===== src/rtl/uart_pkg.sv =====
// ============================================================================
//  Module      : uart_pkg
//  Description : Shared UART state encoding, counter width and defaults.
//  Revision    : 1.0 - initial release
// ============================================================================
`default_nettype none

package uart_pkg;

    typedef enum logic [1:0] {
        IDLE  = 2'd0,
        START = 2'd1,
        DATA  = 2'd2,
        STOP  = 2'd3
    } uart_state_e;

    localparam int c_CNT_W          = 16;
    localparam int c_IDX_W          = 4;
    localparam int c_DEF_CLK_CYCLES = 868;
    localparam int c_DEF_BIT_NUM    = 8;

endpackage

`default_nettype wire


===== src/rtl/uart_bit_timer.sv =====
// ============================================================================
//  Module      : uart_bit_timer
//  Description : Free-running bit-period counter; one-cycle tick every
//                CLK_CYCLES clocks, held at zero while restart is high.
//  Revision    : 1.0 - initial release
// ============================================================================
`default_nettype none

module uart_bit_timer
    import uart_pkg::*;
#(
    parameter int CLK_CYCLES = c_DEF_CLK_CYCLES
) (
    input  logic i_clk,
    input  logic i_rst_n,
    input  logic i_restart,
    output logic o_tick
);

    localparam logic [c_CNT_W-1:0] c_LAST = c_CNT_W'(CLK_CYCLES - 1);

    logic [c_CNT_W-1:0] r_count;

    assign o_tick = (r_count == c_LAST);

    always_ff @(posedge i_clk or negedge i_rst_n) begin
        if (!i_rst_n) begin
            r_count <= '0;
        end else if (i_restart || o_tick) begin
            r_count <= '0;
        end else begin
            r_count <= r_count + c_CNT_W'(1);
        end
    end

endmodule

`default_nettype wire


===== src/rtl/uart_tx.sv =====
// ============================================================================
//  Module      : uart_tx
//  Description : UART transmitter, MSB first, 1 start / 1 stop bit, with a
//                one-deep holding register for back-to-back frames.
//  Revision    : 1.0 - initial release
// ============================================================================
`default_nettype none

module uart_tx
    import uart_pkg::*;
#(
    parameter int CLK_CYCLES = c_DEF_CLK_CYCLES,
    parameter int BIT_NUM    = c_DEF_BIT_NUM
) (
    input  logic               i_clk,
    input  logic               i_rst_n,
    input  logic [BIT_NUM-1:0] i_tx_data,
    input  logic               i_tx_valid,
    output logic               o_tx_ready,
    output logic               o_tx_serial,
    output logic               o_tx_busy,
    output logic               o_tx_done
);

    localparam logic [c_IDX_W-1:0] c_LAST_IDX = c_IDX_W'(BIT_NUM - 1);

    uart_state_e        r_state, w_state_nxt;
    logic [BIT_NUM-1:0] r_hold;
    logic               r_hold_full;
    logic [BIT_NUM-1:0] r_shift, w_shift_nxt, w_shl;
    logic [c_IDX_W-1:0] r_idx, w_idx_nxt;
    logic               r_serial, w_serial_nxt;
    logic               w_load;
    logic               w_accept;
    logic               w_tick;

    uart_bit_timer #(
        .CLK_CYCLES (CLK_CYCLES)
    ) u_bit_timer (
        .i_clk     (i_clk),
        .i_rst_n   (i_rst_n),
        .i_restart (r_state == IDLE),
        .o_tick    (w_tick)
    );

    assign w_accept    = i_tx_valid && !r_hold_full;
    assign w_shl       = r_shift << 1;
    assign o_tx_ready  = !r_hold_full;
    assign o_tx_serial = r_serial;
    assign o_tx_busy   = (r_state != IDLE);
    assign o_tx_done   = (r_state == STOP) && w_tick;

    always_comb begin
        w_state_nxt  = r_state;
        w_shift_nxt  = r_shift;
        w_idx_nxt    = r_idx;
        w_serial_nxt = r_serial;
        w_load       = 1'b0;
        case (r_state)
            IDLE: begin
                w_serial_nxt = 1'b1;
                if (r_hold_full) begin
                    w_load       = 1'b1;
                    w_state_nxt  = START;
                    w_serial_nxt = 1'b0;
                    w_shift_nxt  = r_hold;
                    w_idx_nxt    = '0;
                end
            end
            START: begin
                if (w_tick) begin
                    w_state_nxt  = DATA;
                    w_serial_nxt = r_shift[BIT_NUM-1];
                end
            end
            DATA: begin
                if (w_tick) begin
                    if (r_idx == c_LAST_IDX) begin
                        w_state_nxt  = STOP;
                        w_serial_nxt = 1'b1;
                    end else begin
                        w_idx_nxt    = r_idx + c_IDX_W'(1);
                        w_shift_nxt  = w_shl;
                        w_serial_nxt = w_shl[BIT_NUM-1];
                    end
                end
            end
            STOP: begin
                if (w_tick) begin
                    // Pending word chains straight into the next start bit.
                    if (r_hold_full) begin
                        w_load       = 1'b1;
                        w_state_nxt  = START;
                        w_serial_nxt = 1'b0;
                        w_shift_nxt  = r_hold;
                        w_idx_nxt    = '0;
                    end else begin
                        w_state_nxt  = IDLE;
                        w_serial_nxt = 1'b1;
                    end
                end
            end
            default: begin
                w_state_nxt  = IDLE;
                w_serial_nxt = 1'b1;
            end
        endcase
    end

    always_ff @(posedge i_clk or negedge i_rst_n) begin
        if (!i_rst_n) begin
            r_state  <= IDLE;
            r_shift  <= '0;
            r_idx    <= '0;
            r_serial <= 1'b1;
        end else begin
            r_state  <= w_state_nxt;
            r_shift  <= w_shift_nxt;
            r_idx    <= w_idx_nxt;
            r_serial <= w_serial_nxt;
        end
    end

    always_ff @(posedge i_clk or negedge i_rst_n) begin
        if (!i_rst_n) begin
            r_hold      <= '0;
            r_hold_full <= 1'b0;
        end else if (w_accept) begin
            r_hold      <= i_tx_data;
            r_hold_full <= 1'b1;
        end else if (w_load) begin
            r_hold_full <= 1'b0;
        end
    end

endmodule

`default_nettype wire

===== config.mk =====
export PLATFORM = sky130hd
export DESIGN_NAME = uart_tx
export DESIGN_NICKNAME = d
export VERILOG_FILES = /design/src/rtl/uart_pkg.sv /design/src/rtl/uart_bit_timer.sv /design/src/rtl/uart_tx.sv
export SDC_FILE = /design/constraint.sdc
export NUM_CORES = 1
export LEC_CHECK = 0
export CAP_MARGIN = 20
export CELL_PAD_IN_SITES_DETAIL_PLACEMENT = 0
export CELL_PAD_IN_SITES_GLOBAL_PLACEMENT = 1
export CORE_MARGIN = 2
export CORE_UTILIZATION = 30
export CTS_CLUSTER_SIZE = 14
export DETAILED_ROUTE_END_ITERATION = 8
export GPL_TIMING_DRIVEN = 0
export PLACE_DENSITY_LB_ADDON = 0.1
export SLEW_MARGIN = 20
export SYNTH_ARGS = -nofsm -noshare
export SYNTH_HDL_FRONTEND = slang
export SYNTH_SLANG_ARGS = --single-unit
export TNS_END_PERCENT = 100

===== constraint.sdc =====
create_clock -name i_clk -period 2.3 [get_ports i_clk]
set_input_delay 0.23 -clock i_clk [delete_from_list [all_inputs] [get_ports i_clk]]
set_output_delay 0.23 -clock i_clk [all_outputs]
set_load 0.02 [all_outputs]

==> flow_metrics.py <==
metrics = {
    "grt": {
        "grt_usage_pct": 12.7,
        "grt_max_degree": 28,
        "grt-ovfl-total": 0,
        "grt_pass1_vias": 1560,
        "grt_pass1_wl_um": 7560,
        "grt_antenna_before_repair": 0,
    },
    "place": {
        "place_area_um2": 2400,
        "io_buffers": 14,
        "gp_congestion": 0.795,
        "dp_hpwl_um": 3220,
        "pre_cts_ws_ns": -0.0623,
    },
    "power": {
        "worst_ir_drop_vdd_v": 0.000286,
        "leakage_uw": 0.00118,
        "power_density_nw_per_um2": 627,
        "p_total_uw": 1620,
    },
    "hold_path": {
        "hp-class": "in -> async",
    },
    "critical_path": {
        "max_stage_delay_ns": 0.41,
        "crit_slowest_cell": "dfrtp_1",
        "start_kind": "flop",
        "worst_setup_path_end_kind": "flop",
        "path_cells": "inv_2 > ha_1 > and4b_1 > or3_1 > buf_2 > a21oi_4 > mux2_2",
        "crit_required_ns": 2.49,
        "path_max_fanout": 8,
        "arrival_ns": 2.37,
        "worstSetupPathType": "reg -> reg",
    },
    "timing": {
        "tightest_slew_ns": 0.563,
        "fin_crit_ns": 2.19,
        "worst_slack_ns": 0.112,
        "finalCritPeriodShare_pct": 95.1,
        "slew_violations": 0,
        "finalSetupViolCount": 0,
        "hold_violations": 0,
        "finClkSkew_ns": 0.00591,
        "grt_setup_unrepaired": "false",
        "relSlewSlack_pct": 62.5,
        "fin_tns_setup_ns": 0,
        "max_freq_mhz": 457,
    },
    "final_layout": {
        "area_growth_pct": 21.4,
        "antenna-diode-count": 0,
        "drive_gt1_share_pct": 22.7,
        "multiInputGateArea_um2": 1060,
        "fin_util_pct": 37.8,
        "final_cell_area_um2": 2580,
        "seqCellArea_um2": 1000,
        "fillers": 697,
        "finalNetCount": 238,
    },
    "yosys": {
        "postSynth.asyncResetShare_pct": 100,
        "synth_cell_type_count": 42,
        "yosysTopAreaCell": "dfrtp_1",
        "yosysTopAreaCellShare_pct": 45.9,
        "synth-warning-count": 0,
        "syn_inst": 195,
        "synth_edf_count": 0,
        "ys_ff_latch": 40,
        "syn_nets": 214,
        "ys_seq_area_share_pct": 47.1,
        "synth_ff_type": "dfrtp_1",
        "syn_area_um2": 2130,
        "synthTopCellsByArea": "dfrtp_1, mux2_2, ha_1",
        "postSynthAreaPerCell_um2": 10.9,
    },
    "clock_tree": {
        "tritoncts": "built",
        "root_buffer": "clkbuf_8",
        "htree_num_levels": 2,
        "clk_path_buf_depth": 2,
        "cts_buffers": 5,
        "clk_latency_ns": 0.30,
        "clk_pin_slew_ns": 0.08,
        "cts_sinks": 40,
    },
    "flow_run": {
        "maxCapViolations": 0,
    },
    "die": {
        "io_pins": 15,
        "core-area_um2": 6830,
        "dieWidth_um": 88.2,
        "die_area_um2": 7780,
        "num_rows": 30,
        "start_util_pct": 31.1,
        "die_y_um": 88.2,
    },
    "route": {
        "drt_iter0_drc": 40,
        "detail-route-antenna-nets": 0,
        "wirelength_um": 4450,
        "vias": 1518,
        "remaining_drc_errors": 0,
        "viasPerCell": 4.80,
        "dr.pass1.iters": 4,
        "wl_per_cell_um": 14.1,
    },
    "outcome": {
        "status": "completed",
    },
}
-- sequential cells by signal (all words and copies together) (netlist names) --
name,count
o_tx_serial,1
r_hold,8
r_hold_full,1
r_idx,4
r_shift,8
r_state,2
u_bit_timer.r_count,16
-- where the power goes --
| group | internal [µW] | switching (µW) | total (µW) | leakage [µW] |
|---|---|---|---|---|
| logic | 44.9 | 27.5 | 72.4 | 0.000590 |
| registers | 726 | 11.2 | 737 | 0.000509 |
| clock network | 543 | 266 | 809 | 0.0000784 |
-- worst paths after layout --
path	startpoint	endpoint	slack, ns	cells past startpoint
worst max register to register	r_state[0]	r_shift[6]	0.11	7
max in group asynchronous	i_rst_n	r_shift[6]	1.47	3
worst max-delay path	r_state[0]	r_shift[6]	0.11	7
min in group i_clk	i_tx_data[0]	r_hold[0]	0.50	3
worst min-delay path	i_rst_n	u_bit_timer.r_count[5]	0.37	2
worst min register to register	r_hold[6]	r_hold[6]	0.51	1
-- timing repair --
| item | in CTS | in global routing |
|---|---|---|
| setup endpoints to repair | 1 | 8 |
| resized for setup | 3 | 4 |
| hold endpoints to repair | 12 | 0 |
| buffers inserted | 0 | 1 |
| hold buffers | 1 | 0 |
-- routing by layer --
layer,wire [µm],vias up,global-route usage [%]
met5,0,-,0
met4,72,0,4.96
met3,120,7,3.11
met2,2200,22,21.1
met1,2060,743,15.8
li1,-,746,-
-- cells in the mapped netlist (all sizes together), types with 2 or more instances --
cell    instances
and3            3
nor4            7
xor2            5
or2             2
nor2b           2
nor3            5
o211a           2
mux2           22
a211o           3
or3             2
nand4           8
and4            3
a21oi           4
inv             7
buf             6
nor2           17
nand3           5
dfrtp          39
a22oi           2
clkbuf          3
and2            4
ha              8
nand2          10
xnor2           8
o21ai           4
a211oi          2
-- per-stage QoR --
step / hold slack (ns) / instances
after global placement: 0.486 / 305
after global routing: 0.408 / 316
final: 0.368 / 316
after detailed placement: 0.171 / 306
after CTS: 0.385 / 315
after floorplan: -0.0656 / 195
-- placed cells by master, fill, tap and decap left out, drive strengths merged, types with 7 or more instances in the layout --
master	count
buf	9
clkbuf	9
clkdlybuf4s50	12
dfrtp	39
ha	8
inv	7
mux2	22
nand2	10
nand4	8
nor2	17
nor4	7
xnor2	8
-- area by class of cell --
class	instances	share of cell area (%)
inverter	7	1.02
clock inverter	3	3.49
timing repair buffer	17	6.50
clock buffer	5	2.67
buffer	9	1.70
sequential	40	38.8
multi-input combinational	139	41.2
tap	96	4.65
-- kinds of logic after synthesis --
group / count (synthesis) / synth area share, %
xor gates and xnor gates: 13 / 5.36
AOI/OAI and AO/OA: 22 / 7.89
adders and majority gates: 8 / 4.71
and+or+nand+nor: 73 / 19.5
buffers and inverters: 16 / 3.30
DFF: 40 / 47.1
muxes: 23 / 12.1
-- critical path: cells and delay by family, from the launching register on --
family / cells / cell delay [ns]
simple gates: 2 / 0.53
flops: 1 / 0.41
mux: 1 / 0.38
compound gates: 1 / 0.28
buf+inv: 2 / 0.25
fa+ha+maj: 1 / 0.23
(Power assumes the default switching activity.)
